**src/rtl/audio_dma.sv**
```systemverilog
// Ring-buffer sample fetcher: reads packed stereo words from memory and
// pushes them into the audio output FIFO, refilling in bursts below a water mark.
module audio_dma #(
  parameter int LOW_WATER = 1024,
  parameter int BURST     = 64,
  parameter int LEN_W     = 20
) (
  input  logic        clk_sys,
  input  logic        reset_n,
  input  logic        cfg_wr,
  input  logic [1:0]  cfg_addr,
  input  logic [31:0] cfg_wdata,
  output logic [31:0] cfg_rdata,
  output logic        mem_req,
  output logic [31:0] mem_addr,
  input  logic        mem_ack,
  input  logic [31:0] mem_rdata,
  input  logic [11:0] fifo_level,
  input  logic        fifo_full,
  output logic        sample_wr,
  output logic [31:0] sample_data,
  output logic        irq
);

  typedef enum logic [2:0] {
    ST_IDLE  = 3'd0,
    ST_CHECK = 3'd1,
    ST_REQ   = 3'd2,
    ST_PUSH  = 3'd3,
    ST_END   = 3'd4
  } state_t;

  localparam logic [11:0] LOW_WATER_C = 12'(LOW_WATER);
  localparam logic [11:0] BURST_C     = 12'(BURST);

  state_t           state_r, state_nxt_s;
  logic             enable_r, loop_r, irq_en_r, busy_r, irq_pend_r;
  logic [31:0]      base_r, base_act_r;
  logic [LEN_W-1:0] len_r, len_act_r, pos_r, pos_nxt_s, pos_inc_s;
  logic [11:0]      batch_r, batch_nxt_s;
  logic             start_s, stop_s, en_clr_s, end_s, wr_nxt_s, ack_s;
  logic             irq_pend_nxt_s, irq_en_nxt_s;
  logic             mem_req_r, sample_wr_r, irq_r;
  logic [31:0]      mem_addr_r, sample_data_r, cfg_rdata_r;

  assign start_s   = cfg_wr && (cfg_addr == 2'd0) && cfg_wdata[0] && !enable_r;
  assign ack_s     = mem_req_r && mem_ack;
  assign pos_inc_s = pos_r + {{(LEN_W-1){1'b0}}, 1'b1};

  assign mem_req     = mem_req_r;
  assign mem_addr    = mem_addr_r;
  assign sample_wr   = sample_wr_r;
  assign sample_data = sample_data_r;
  assign irq         = irq_r;
  assign cfg_rdata   = cfg_rdata_r;

  // Sequencer next-state and per-cycle control decisions.
  // A FIFO write is decided one cycle ahead (wr_nxt_s) so sample_wr is a flop;
  // PUSH commits pos/batch in the cycle the write strobe is high.
  always_comb begin
    state_nxt_s = state_r;
    pos_nxt_s   = pos_r;
    batch_nxt_s = batch_r;
    wr_nxt_s    = 1'b0;
    end_s       = 1'b0;
    stop_s      = 1'b0;
    en_clr_s    = 1'b0;
    case (state_r)
      ST_IDLE: begin
        if (busy_r) state_nxt_s = ST_CHECK;
        else        state_nxt_s = ST_IDLE;
      end
      ST_CHECK: begin
        if (!enable_r) begin
          state_nxt_s = ST_IDLE;
          stop_s      = 1'b1;
        end else if (pos_r == len_act_r) begin
          state_nxt_s = ST_END;
        end else if (fifo_level < LOW_WATER_C) begin
          batch_nxt_s = BURST_C;
          state_nxt_s = ST_REQ;
        end else begin
          state_nxt_s = ST_CHECK;
        end
      end
      ST_REQ: begin
        if (ack_s) begin
          state_nxt_s = ST_PUSH;
          wr_nxt_s    = !fifo_full;
        end else begin
          state_nxt_s = ST_REQ;
        end
      end
      ST_PUSH: begin
        if (sample_wr_r) begin
          pos_nxt_s   = pos_inc_s;
          batch_nxt_s = batch_r - 12'd1;
          if (!enable_r) begin
            state_nxt_s = ST_IDLE;
            stop_s      = 1'b1;
          end else if ((batch_r != 12'd1) && (pos_inc_s != len_act_r)) begin
            state_nxt_s = ST_REQ;
          end else begin
            state_nxt_s = ST_CHECK;
          end
        end else begin
          wr_nxt_s = !fifo_full;
        end
      end
      ST_END: begin
        end_s = 1'b1;
        if (loop_r && enable_r) begin
          pos_nxt_s   = {LEN_W{1'b0}};
          state_nxt_s = ST_CHECK;
        end else begin
          state_nxt_s = ST_IDLE;
          stop_s      = 1'b1;
          en_clr_s    = 1'b1;
        end
      end
      default: begin
        state_nxt_s = ST_IDLE;
      end
    endcase
  end

  // Interrupt bookkeeping; an END in the same cycle as a STATUS write wins.
  always_comb begin
    irq_pend_nxt_s = irq_pend_r;
    irq_en_nxt_s   = irq_en_r;
    if (end_s) begin
      irq_pend_nxt_s = 1'b1;
    end else if (cfg_wr && (cfg_addr == 2'd3)) begin
      irq_pend_nxt_s = 1'b0;
    end else begin
      irq_pend_nxt_s = irq_pend_r;
    end
    if (cfg_wr && (cfg_addr == 2'd0)) irq_en_nxt_s = cfg_wdata[2];
    else                              irq_en_nxt_s = irq_en_r;
  end

  // FSM state register.
  always_ff @(posedge clk_sys or negedge reset_n) begin
    if (!reset_n) state_r <= ST_IDLE;
    else          state_r <= state_nxt_s;
  end

  // Configuration, shadow/active copies and transfer progress.
  always_ff @(posedge clk_sys or negedge reset_n) begin
    if (!reset_n) begin
      enable_r   <= 1'b0;
      loop_r     <= 1'b0;
      irq_en_r   <= 1'b0;
      busy_r     <= 1'b0;
      irq_pend_r <= 1'b0;
      base_r     <= 32'd0;
      base_act_r <= 32'd0;
      len_r      <= {LEN_W{1'b0}};
      len_act_r  <= {LEN_W{1'b0}};
      pos_r      <= {LEN_W{1'b0}};
      batch_r    <= 12'd0;
    end else begin
      irq_pend_r <= irq_pend_nxt_s;
      irq_en_r   <= irq_en_nxt_s;
      batch_r    <= batch_nxt_s;
      if (cfg_wr && (cfg_addr == 2'd0)) loop_r <= cfg_wdata[1];
      if (cfg_wr && (cfg_addr == 2'd1)) base_r <= {cfg_wdata[31:2], 2'b00};
      if (cfg_wr && (cfg_addr == 2'd2)) len_r  <= cfg_wdata[LEN_W-1:0];
      if (start_s)                           enable_r <= 1'b1;
      else if (en_clr_s)                     enable_r <= 1'b0;
      else if (cfg_wr && (cfg_addr == 2'd0)) enable_r <= cfg_wdata[0];
      if (start_s) begin
        base_act_r <= base_r;
        len_act_r  <= len_r;
        pos_r      <= {LEN_W{1'b0}};
        busy_r     <= 1'b1;
      end else begin
        pos_r <= pos_nxt_s;
        if (stop_s) busy_r <= 1'b0;
      end
    end
  end

  // Memory port, FIFO write side, interrupt line and register readback.
  always_ff @(posedge clk_sys or negedge reset_n) begin
    if (!reset_n) begin
      mem_req_r     <= 1'b0;
      mem_addr_r    <= 32'd0;
      sample_wr_r   <= 1'b0;
      sample_data_r <= 32'd0;
      irq_r         <= 1'b0;
      cfg_rdata_r   <= 32'd0;
    end else begin
      sample_wr_r <= wr_nxt_s;
      irq_r       <= irq_pend_nxt_s & irq_en_nxt_s;
      if ((state_nxt_s == ST_REQ) && (state_r != ST_REQ)) begin
        mem_req_r  <= 1'b1;
        mem_addr_r <= base_act_r + {{(30-LEN_W){1'b0}}, pos_nxt_s, 2'b00};
      end else if (ack_s) begin
        mem_req_r <= 1'b0;
      end
      if ((state_r == ST_REQ) && ack_s) sample_data_r <= mem_rdata;
      case (cfg_addr)
        2'd0:    cfg_rdata_r <= {29'd0, irq_en_r, loop_r, enable_r};
        2'd1:    cfg_rdata_r <= base_r;
        2'd2:    cfg_rdata_r <= {{(32-LEN_W){1'b0}}, len_r};
        2'd3:    cfg_rdata_r <= {irq_pend_r, busy_r, {(30-LEN_W){1'b0}}, pos_r};
        default: cfg_rdata_r <= 32'd0;
      endcase
    end
  end

endmodule

```
**config.mk**
```make
export PLATFORM = sky130hd
export DESIGN_NAME = audio_dma
export DESIGN_NICKNAME = d
export VERILOG_FILES = /design/src/rtl/audio_dma.sv
export SDC_FILE = /design/constraint.sdc
export NUM_CORES = 1
export LEC_CHECK = 0
export CAP_MARGIN = 25
export CORE_UTILIZATION = 55
export CTS_CLUSTER_DIAMETER = 100
export CTS_CLUSTER_SIZE = 12
export DETAILED_ROUTE_END_ITERATION = 8
export GPL_TIMING_DRIVEN = 0
export PLACE_DENSITY = 0.81
export SKIP_CTS_REPAIR_TIMING = 1
export SYNTH_ARGS = -nofsm -noshare
export SYNTH_HDL_FRONTEND = slang
export SYNTH_SLANG_ARGS = --single-unit
```
**constraint.sdc**
```tcl
create_clock -name clk_sys -period 6.8 [get_ports clk_sys]
set_clock_uncertainty 0.15 [all_clocks]
set_input_delay 1.02 -clock clk_sys [delete_from_list [all_inputs] [get_ports clk_sys]]
set_output_delay 1.02 -clock clk_sys [all_outputs]
set_load 0.05 [all_outputs]
```
## Yosys cells after proc, flatten, opt, wreduce, memory -nomap -nowiden

Cells that the tools add are included.

- Input bits: 83
- Bits in read-only memories: 0
- Register bits: 239
- Logic and storage cells: 98
- Latch bits: 0
- Output and inout bits: 99
- Memories: 0
- RAM bits: 0

- $add $sub $neg: 3
- Multiply operators: 0
- Div/mod/pow operators: 0
- Equality and inequality tests: 16
- Bitwise operators: 1
- Mux-type cells: 39
- Reductions and logical operators: 20
- Shifts and indexed selects: 0
- $lt $le $gt $ge: 1

Operators by type and width:

| kind | number |
|---|---|
| 32-bit case mux with 4 select lines | 1 |
| 20-bit 2-to-1 mux | 3 |
| 12-bit 2-to-1 mux | 4 |
| 20-bit case mux with 2 select lines | 1 |
| 32-bit by 22-bit adder with 32-bit output | 1 |
| 12-bit case mux with 2 select lines | 1 |
| 20-bit by 1-bit adder with 20-bit output (second input constant) | 1 |
| 20-bit == test | 1 |
| 1-bit 2-to-1 mux | 20 |
| 20-bit != test | 1 |
| 3-bit case mux with 5 select lines | 1 |
| 12-bit by 11-bit less-than comparator with 1-bit output (second input constant) | 1 |
| 12-bit by 1-bit != test with 1-bit output (second input constant) | 1 |
| 12-bit by 1-bit subtractor with 12-bit output (second input constant) | 1 |
| 1-bit logical AND | 11 |
| 3-bit by 2-bit == test with 1-bit output (second input constant) | 3 |
| 3-bit 2-to-1 mux | 3 |
| 2-bit != test (second input constant) | 4 |
| 2-bit 2-to-1 mux | 3 |
| 2-bit nonzero test | 3 |
| 5-bit AND reduction | 1 |
| 2-bit == test (second input constant) | 2 |
| 3-bit by 1-bit == test with 1-bit output (second input constant) | 1 |
| 3-bit == test (second input constant) | 1 |
| other kinds (9) | 10 |

## Longest topological paths before layout

Gate-level depths: netlist (run 1).

- Depth in word-level cells: 10
- Mapped depth: 19

## Least setup slack after synthesis (run 1)

Ideal clock, no wire load.

- Kind: register to register
- Start point: register state_r[1]
- End point: register mem_addr_r[26], in the netlist mem_addr[26]
- Slack: 2.656 ns
- Stages on the path, launching flop included: 20
- Required time: 6.525 ns
- Setup time: 0.125 ns
- Buffers on the path: 3
- Data arrival time: 3.868 ns
- Path through: dfrtp_1 nor2b_1 nand2_1 clkbuf_1 nor2_1 or2_1 clkbuf_1 clkbuf_1 nand2_1 o21ai_0 ha_1 fa_1 a211oi_1 o21bai_1 o2111ai_1 a21oi_1 o21ai_1 a31o_2 o211ai_1 mux2_4

- Longest elaborated chain between the ends: 4
- Elaborated cells between the ends (all ways): 12

RTL lines:

| element | RTL line | RTL |
|---|---|---|
| start: declaration | 36 | `state_t state_r, state_nxt_s;` |
| start signal: assignment | 145 | `else state_r <= state_nxt_s;` |
| parallel branches: the longest is 4 deep, another holds 32-bit by 22-bit adder with 32-bit output | - |  |
| end signal: assignment | 198 | `mem_addr_r <= base_act_r + {{(30-LEN_W){1'b0}}, pos_nxt_s, 2'b00};` |
| end: declaration | 44 | `logic [31:0] mem_addr_r, sample_data_r, cfg_rdata_r;` |

Parallel ways; which one is timed is not known.
A chain may end at the register's enable or synchronous reset.

## Final worst setup path (run 1)

- Start point: register state_r[1]
- End point: register mem_addr_r[28], in the netlist mem_addr[28]

Same word-level chain as after synthesis.

==> results of run 1 <==
-- final timing paths --
| kind | from | to | cells after the start |
|---|---|---|---|
| max | state_r[1] | mem_addr[28] | 19 |
| min | reset_n | mem_addr[14] | 1 |
| max reg2reg | state_r[1] | mem_addr[28] | 19 |
| min reg2reg | mem_addr[31] | mem_addr[31] | 1 |
| max in group asynchronous | reset_n | batch_r[11] | 2 |
| min in group clk_sys | mem_addr[31] | mem_addr[31] | 1 |
-- area by class of cell --
type                    count  area, µm²  share of cell area (%)
inverters                  15       56.3                   0.393
clock buffers              23        576                    4.02
multi-input cells         678       5440                    38.0
repair buffers            169       1730                    12.1
plain buffers              51        236                    1.65
well taps                 270        338                    2.36
clock inverters             2       13.8                  0.0961
flip-flops and latches    237       5930                    41.4
-- cell families (layout without fill, tap and decap cells) --
| group | Yosys count | in the layout |
|---|---|---|
| other | 1 | 2 |
| flip-flops | 237 | 237 |
| buffers and inverters | 66 | 260 |
| XOR/XNOR | 56 | 56 |
| AND/OR/NAND/NOR | 235 | 235 |
| AO/OA/AOI/OAI | 173 | 173 |
| adder cells (fa/ha/maj) | 24 | 24 |
| multiplexers | 188 | 188 |
-- layer usage --
layer  vias to the layer above  global-route usage (%)  wire length, µm
li1                       3891                       -                -
met1                      4201                    37.1            12700
met2                       250                    44.0            13700
met3                        48                    4.81             1670
met4                         0                    7.53              731
met5                         -                       0                0
-- cells in the mapped netlist (all sizes together) (3+ instances only) --
library cell / n / area share [%]
o2111ai: 3 / 0.23
nand3b: 3 / 0.19
o21ai: 56 / 2.4
mux2: 183 / 19
nand3: 24 / 1.0
o21bai: 4 / 0.26
nor2: 49 / 1.6
a22o: 23 / 1.7
a21o: 9 / 0.58
nand2b: 4 / 0.21
inv: 15 / 0.48
nand4: 10 / 0.72
nor3: 11 / 0.56
o41ai: 3 / 0.23
o21a: 3 / 0.19
buf: 12 / 0.77
and2: 34 / 1.8
a21oi: 27 / 1.2
a211o: 3 / 0.23
xor2: 27 / 2.0
dfrtp: 237 / 51
o31ai: 11 / 0.71
or4: 4 / 0.26
nor2b: 14 / 0.75
clkbuf: 39 / 1.3
o211ai: 9 / 0.58
nand2: 49 / 1.6
and3: 9 / 0.48
xnor2: 29 / 2.2
or3: 3 / 0.16
nor4: 8 / 0.61
mux2i: 4 / 0.34
or2: 6 / 0.32
a211oi: 3 / 0.19
a31oi: 6 / 0.32
ha: 23 / 2.5
-- power by group --
| group | total, µW | internal (µW) | leakage [µW] | switching [µW] |
|---|---|---|---|---|
| Clock | 1110 | 597 | 0.000292 | 509 |
| Combinational | 1730 | 743 | 0.00306 | 990 |
| Sequential | 2000 | 1750 | 0.00302 | 257 |
-- registers in the layout, summed over array words and instances (netlist names), 3 cells and up --
signal       cells
mem_addr        30
sample_data     32
base_act_r      30
batch_r         12
pos_r           20
cfg_rdata       32
base_r          30
len_r           20
state_r          3
len_act_r       20
-- stage by stage --
stage,instances,hold WS [ns],area (µm²)
after detailed placement,1420,0.329,13700
after floorplan,981,0.307,11700
after CTS,1445,0.340,14300
final,1445,0.306,14300
after global routing,1445,0.367,14300
after global placement,1418,0.327,13700
==> run summary, run 1 <==
Antenna-violating nets left: 0
Post-synthesis adder-cell area fraction: 2.64%
GRT overflow: 0
Final Hold Fails: 0
Latest clock arrival within the worst-skew pair: 0.52 ns
Post-synthesis simple-gate area fraction: 10.8%
Commonest non-fill, non-tap cells in the layout: dfrtp_1, clkdlybuf4s50_1, mux2_2
Mux cell area share after synthesis: 19.1%
Total GRT Usage: 26.9%
Setup_tns: 0 ns
Num CTS Buffers: 23
Setup violations, final: 0
Cells after synthesis: 980
Gpl congestion: 0.903
Largest net degree at the start of global routing: 89
Initial Util: 56.9%
Sink Count: 237
Slowest stage delay, CP: 0.45 ns
Maximum vdd ir drop: 0.267 mV
FP Rows: 52
CP max FO: 10
Boundary pin count: 182
Max Cap Viol: 0
Post-synthesis compound-gate area fraction: 9.80%
FF+latch count, synth: 237
Core area: 0.0205 mm²
CTS tree: built
Critical path type: flop to flop
Fillers: 1513
Power Density: 338 mW/mm²
Crit path top cell by count: clkbuf_1
Netlist cell types: 66
Element type at the critical path end: flop
WP data required: 7.04 ns
Die width: 148 µm
First-pass GRT wire length: 45800 µm
CP Buf/Inv Count: 3
I/O Buffers: 167
Synth-to-Final Area Change: 22.8%
CTS Root Cell: clkbuf_16
Cell Area, Synth: 0.0117 mm²
Main flop type after synthesis: dfrtp_1
Core Util, Final: 69.9%
Commonest non-fill, non-tap cell in the layout: dfrtp_1
Largest family of logic cells by synthesized area: multiplexers
Total number of vias: 8390
Measured slew at the worst slew-check pin: 0.949 ns
Leak pwr: 0.00637 µW
CP arrival: 5.62 ns
Vias in the first global route: 8539
Post-synthesis xor/xnor area fraction: 4.21%
Max-slew violation count: 0
Status: completed
CTS H-tree depth: 1
Fin nets: 1282
Unrepaired setup endpoints after global routing: false
Worst slack, placed: 1.50 ns
Initial antenna violation count: 0
FMAX: 186 MHz
Fraction of registers with async set/reset: 100%
CP cell instances: nor2b_1, nand2_1, clkbuf_1, nor2_1, or2_1, clkbuf_1, clkbuf_1, nand2_1, o21ai_0, ha_1, fa_1, a211oi_1, o21bai_1, o2111ai_1, a21oi_1, o21ai_1, a31o_2, o211ai_1, mux2_4
Startpoint types: flop
Post-DP HPWL: 20500 µm
Tmin final: 5.38 ns
Pre-antenna DRT Iters: 6
Period utilization: 79.1%
Ant diodes: 0
Reg2reg setup slack: 1.42 ns
DR vias/cell: 5.81
CP max stage cell: o21ai_1
DRT Wirelength: 28800 µm
Routed WL per cell: 19.9 µm
Sequential share of the synthesized area: 50.9%
Number of synthesis warnings: 0
Mean Syn Cell Area: 11.9 µm²
Worst setup margin: 1.42 ns
Initial DRC count: 525
Drt drc: 0
Die Y: 148 µm
Hold Path Class: primary input to asynchronous set/reset pin
CP delay by family, top: compound AO/OA/AOI/OAI gates
Slew HR: 36.7%
Total power: 4840 µW
Die area: 0.0218 mm²
Post-synth EDFFs: 0
Worst-path clk slew: 0.06 ns
Share of layout cells above drive strength 1: 19.8%
CTS max path bufs: 3
Note: power is estimated with default switching activity, not from simulation.
==> run 2, diff against run 1 <==
Settings changed: CORE_UTILIZATION 55 to 49, PLACE_DENSITY 0.81 to 0.77.
Clock period 6.8 ns to 4.8 ns, I/O delays scaled along.
==> run summary, run 2 (synthesized netlist as in run 1, its figures left out) <==
Total GRT Usage: 23.8%
Slew HR: 41.6%
Status: completed
WP data required: 5.06 ns
Worst-path clk slew: 0.07 ns
Sink Count: 237
Largest net degree at the start of global routing: 100
Period utilization: 95.8%
Tmin final: 4.60 ns
CTS max path bufs: 3
Share of layout cells above drive strength 1: 21.0%
Post-DP HPWL: 20300 µm
Final Hold Fails: 0
Maximum vdd ir drop: 0.325 mV
Setup violations, final: 0
DR vias/cell: 5.65
Commonest non-fill, non-tap cell in the layout: dfrtp_1
CTS tree: built
GRT overflow: 0
Crit. Startpoint: state_r[2]
Boundary pin count: 182
Hold Path Class: primary input to asynchronous set/reset pin
CTS Root Cell: clkbuf_16
Max Cap Viol: 0
Element type at the critical path end: flop
Measured slew at the worst slew-check pin: 0.877 ns
Power Density: 476 mW/mm²
Initial Util: 49.8%
Vias in the first global route: 8486
Reg2Reg Depth: 17
Initial antenna violation count: 0
Gpl congestion: 0.916
Total number of vias: 8436
Synth-to-Final Area Change: 24.0%
FMAX: 217 MHz
CP max FO: 10
Die Y: 156 µm
First-pass GRT wire length: 45400 µm
Core area: 0.0234 mm²
Pre-antenna DRT Iters: 7
Critical path type: flop to flop
Max-slew violation count: 0
FP Rows: 56
Core Util, Final: 61.8%
Initial DRC count: 488
Startpoint types: flop
Num CTS Buffers: 23
Drt drc: 0
Leak pwr: 0.00641 µW
DRT Wirelength: 28400 µm
Commonest non-fill, non-tap cells in the layout: dfrtp_1, clkdlybuf4s50_1, mux2_2
CP arrival: 4.85 ns
CTS H-tree depth: 1
Fin nets: 1282
Final std cells w/o fill: 1494
Die width: 156 µm
Antenna-violating nets left: 0
Ant diodes: 0
Placed cells: 1469
Routed WL per cell: 19.0 µm
I/O Buffers: 167
R2r startpoint: state_r[2]
Latest clock arrival within the worst-skew pair: 0.53 ns
Fillers: 1865
Die area: 0.0244 mm²
run 2: cell count changes in the layout (fill, tap and decap cells not counted), sizes merged:
| cell | previous run | this run |
|---|---|---|
| clkbuf | 62 | 60 |
| buf | 15 | 17 |
run 2: final timing paths:
kind,to,slack [ns]
setup / recovery,mem_addr[28],0.20
hold / removal,sample_data[5],0.09
max in group asynchronous,cfg_rdata[6],3.22
min in group clk_sys,cfg_rdata[20],0.35
hold reg to reg,cfg_rdata[20],0.35
setup reg to reg,mem_addr[28],0.20
run 2: power breakdown:
part           total (µW)  internal, µW  switching [µW]
clock network        1590           853             733
logic                2450          1060            1390
registers            2840          2470             361
run 2: per-layer routing:
layer	share of wire [%]	GRT usage, %
met2	47	38.8
met1	44	31.8
met5	0	0
met3	6.0	5.10
met4	3.0	6.91
run 2: area by class of cell:
class	count	area, µm²	area share, %
Sequential cell	237	5930	41.0
Multi-Input combinational cell	678	5500	38.0
Timing Repair Buffer	170	1740	12.0
Clock buffer	23	576	3.98
Tap cell	319	399	2.76
Buffer	50	236	1.64
Inverter	15	56.3	0.389
Clock inverter	2	25.0	0.173
run 2: per-stage QoR:
stage          hold slack, ns  setup TNS, ns  cell area, µm²  power, µW  worst slack [ns]
6_report               0.0897              0           14500       6880             0.201
5_1_grt                 0.147        -0.0238           14500       7200           -0.0155
4_1_cts                 0.109          -5.39           14400       6900            -0.638
3_5_place_dp            0.333          -4.72           13800       5300            -0.605
3_3_place_gp            0.326       -1688.67           13700       5230             -7.13
2_1_floorplan           0.274              0           11700       4470             0.656
run 2: worst max-delay path, stage by stage (launching register included):
cell and delay, ns:
dfrtp_1 0.47, nor2b_4 0.18, nand2_1 0.09, a21o_1 0.26
or2_4 0.31, buf_2 0.20, nand2_1 0.09, o21ai_0 0.19
ha_2 0.28, fa_1 0.42, a211oi_1 0.23, o21bai_1 0.16
o2111ai_2 0.35, a21oi_4 0.14, o21ai_4 0.23, a31o_2 0.27
o211ai_1 0.15, mux2_4 0.28
==> run 3, diff against run 2 <==
Settings changed: MAX_ROUTING_LAYER set to met4, SLEW_MARGIN set to 20.
Clock period 4.8 ns to 3.8 ns, I/O delays scaled along.
==> run summary, run 3 (synthesized netlist as in run 1, its figures left out) <==
Status: finished, violations left
Violated checks: setup timing
Max Cap Viol: 0
CP cell instances: nor2_2, nand2_2, a21o_1, or2_4, buf_6, nand2_2, o21ai_2, ha_2, fa_2, a211oi_2, o21bai_2, o2111ai_4, a21oi_4, o21ai_4, a31o_4, o211ai_1, mux2_4
Measured slew at the worst slew-check pin: 0.828 ns
I/O Buffers: 167
Latest clock arrival within the worst-skew pair: 0.52 ns
CTS tree: built
DRT Wirelength: 28600 µm
Num CTS Buffers: 23
CTS H-tree depth: 1
Pre-antenna DRT Iters: 5
Commonest non-fill, non-tap cell in the layout: dfrtp_1
Unrepaired setup endpoints after global routing: true
Sink Count: 237
Power Density: 592 mW/mm²
WP data required: 4.05 ns
CP arrival: 4.19 ns
Startpoint types: flop
Maximum vdd ir drop: 0.388 mV
Die area: 0.0244 mm²
FP Rows: 56
Element type at the critical path end: flop
Fillers: 1841
FMAX: 254 MHz
First-pass GRT wire length: 44300 µm
Die width: 156 µm
Vias in the first global route: 8123
Die Y: 156 µm
Hold_ws: 0.354 ns
Drt drc: 0
Commonest non-fill, non-tap cells in the layout: dfrtp_1, clkdlybuf4s50_1, mux2_2
Post-DP HPWL: 20800 µm
Boundary pin count: 182
Period utilization: 104%
CTS Root Cell: clkbuf_16
Leak pwr: 0.00656 µW
CTS max path bufs: 3
GRT overflow: 0
Fin nets: 1298
Critical path type: flop to flop
Gpl congestion: 0.930
Synth-to-Final Area Change: 27.2%
Setup violations, final: 15
Crit path top cell by count: nand2_2
Initial DRC count: 450
Max-slew violation count: 0
Total GRT Usage: 24.1%
Total number of vias: 8462
CP max FO: 7
Share of layout cells above drive strength 1: 25.4%
Antenna-violating nets left: 0
Slowest stage delay, CP: 0.45 ns
Worst slack, placed: -0.863 ns
Largest net degree at the start of global routing: 100
Hold Path Class: flop to flop
Core area: 0.0234 mm²
Total power: 8780 µW
DR vias/cell: 5.60
Initial Util: 49.8%
Worst-path clk slew: 0.06 ns
Slew HR: 44.8%
Tmin final: 3.93 ns
Routed WL per cell: 18.9 µm
Final Hold Fails: 0
Initial antenna violation count: 1
Worst setup margin: -0.134 ns
CP max stage cell: dfrtp_1
-- run 3: path summary, 6_finish.rpt --
path                       cells past startpoint  slack (ns)  startpoint       endpoint
max                                           17       -0.13  state_r[0]   mem_addr[26]
min                                            1        0.35  base_r[24]  cfg_rdata[24]
max reg2reg                                   17       -0.13  state_r[0]   mem_addr[26]
min reg2reg                                    1        0.35  base_r[24]  cfg_rdata[24]
max in group asynchronous                      4        1.82     reset_n   len_act_r[2]
min in group asynchronous                      2        0.39     reset_n   mem_addr[22]
-- run 3: layer usage --
layer | up-vias | GRT usage [%] | part of all wire (%)
met1 | 4260 | 34.0 | 46
met2 | 238 | 36.3 | 47
met4 | 0 | 5.79 | 1.8
met3 | 37 | 4.15 | 5.1
met5 | - | - | 0
li1 | 3927 | - | -
-- run 3: through the flow --
step	instances	util (%)	cell area [µm²]	setup TNS [ns]
after global routing	1511	63.4	14800	-3.56
after floorplan	981	-	11700	0
after detailed placement	1469	59.1	13800	-11.93
final	1511	63.4	14800	-1.21
after global placement	1467	58.9	13800	-1887.99
after CTS	1494	61.6	14400	-12.64
-- run 3: final cells by class --
cell class	count	area (µm²)	share of cell area (%)
Sequential cell	237	5940	40.0
Multi-Input combinational cell	678	5720	38.6
Clock buffer	23	576	3.88
Tap cell	319	399	2.69
Antenna cell	1	2.50	0.0169
Timing Repair Buffer	187	1870	12.6
Buffer	49	253	1.70
Inverter	15	56.3	0.380
Clock inverter	2	13.8	0.0928
-- run 3: critical path, delay by kind of cell, from the launching register on --
family	cells	cell delay, ns
AO/OA/AOI/OAI	9	1.62
AND/OR/NAND/NOR	4	0.60
adder cells (fa/ha/maj)	2	0.59
flip-flops	1	0.45
multiplexers	1	0.26
buffers and inverters	1	0.14
-- run 3: power breakdown --
group,total (µW),internal (µW),leakage (µW),switching [µW]
sequential,3620,3130,0.00301,493
combinational,3170,1410,0.00326,1760
clock,1990,1070,0.000292,919
total,8780,5600,0.00656,3170
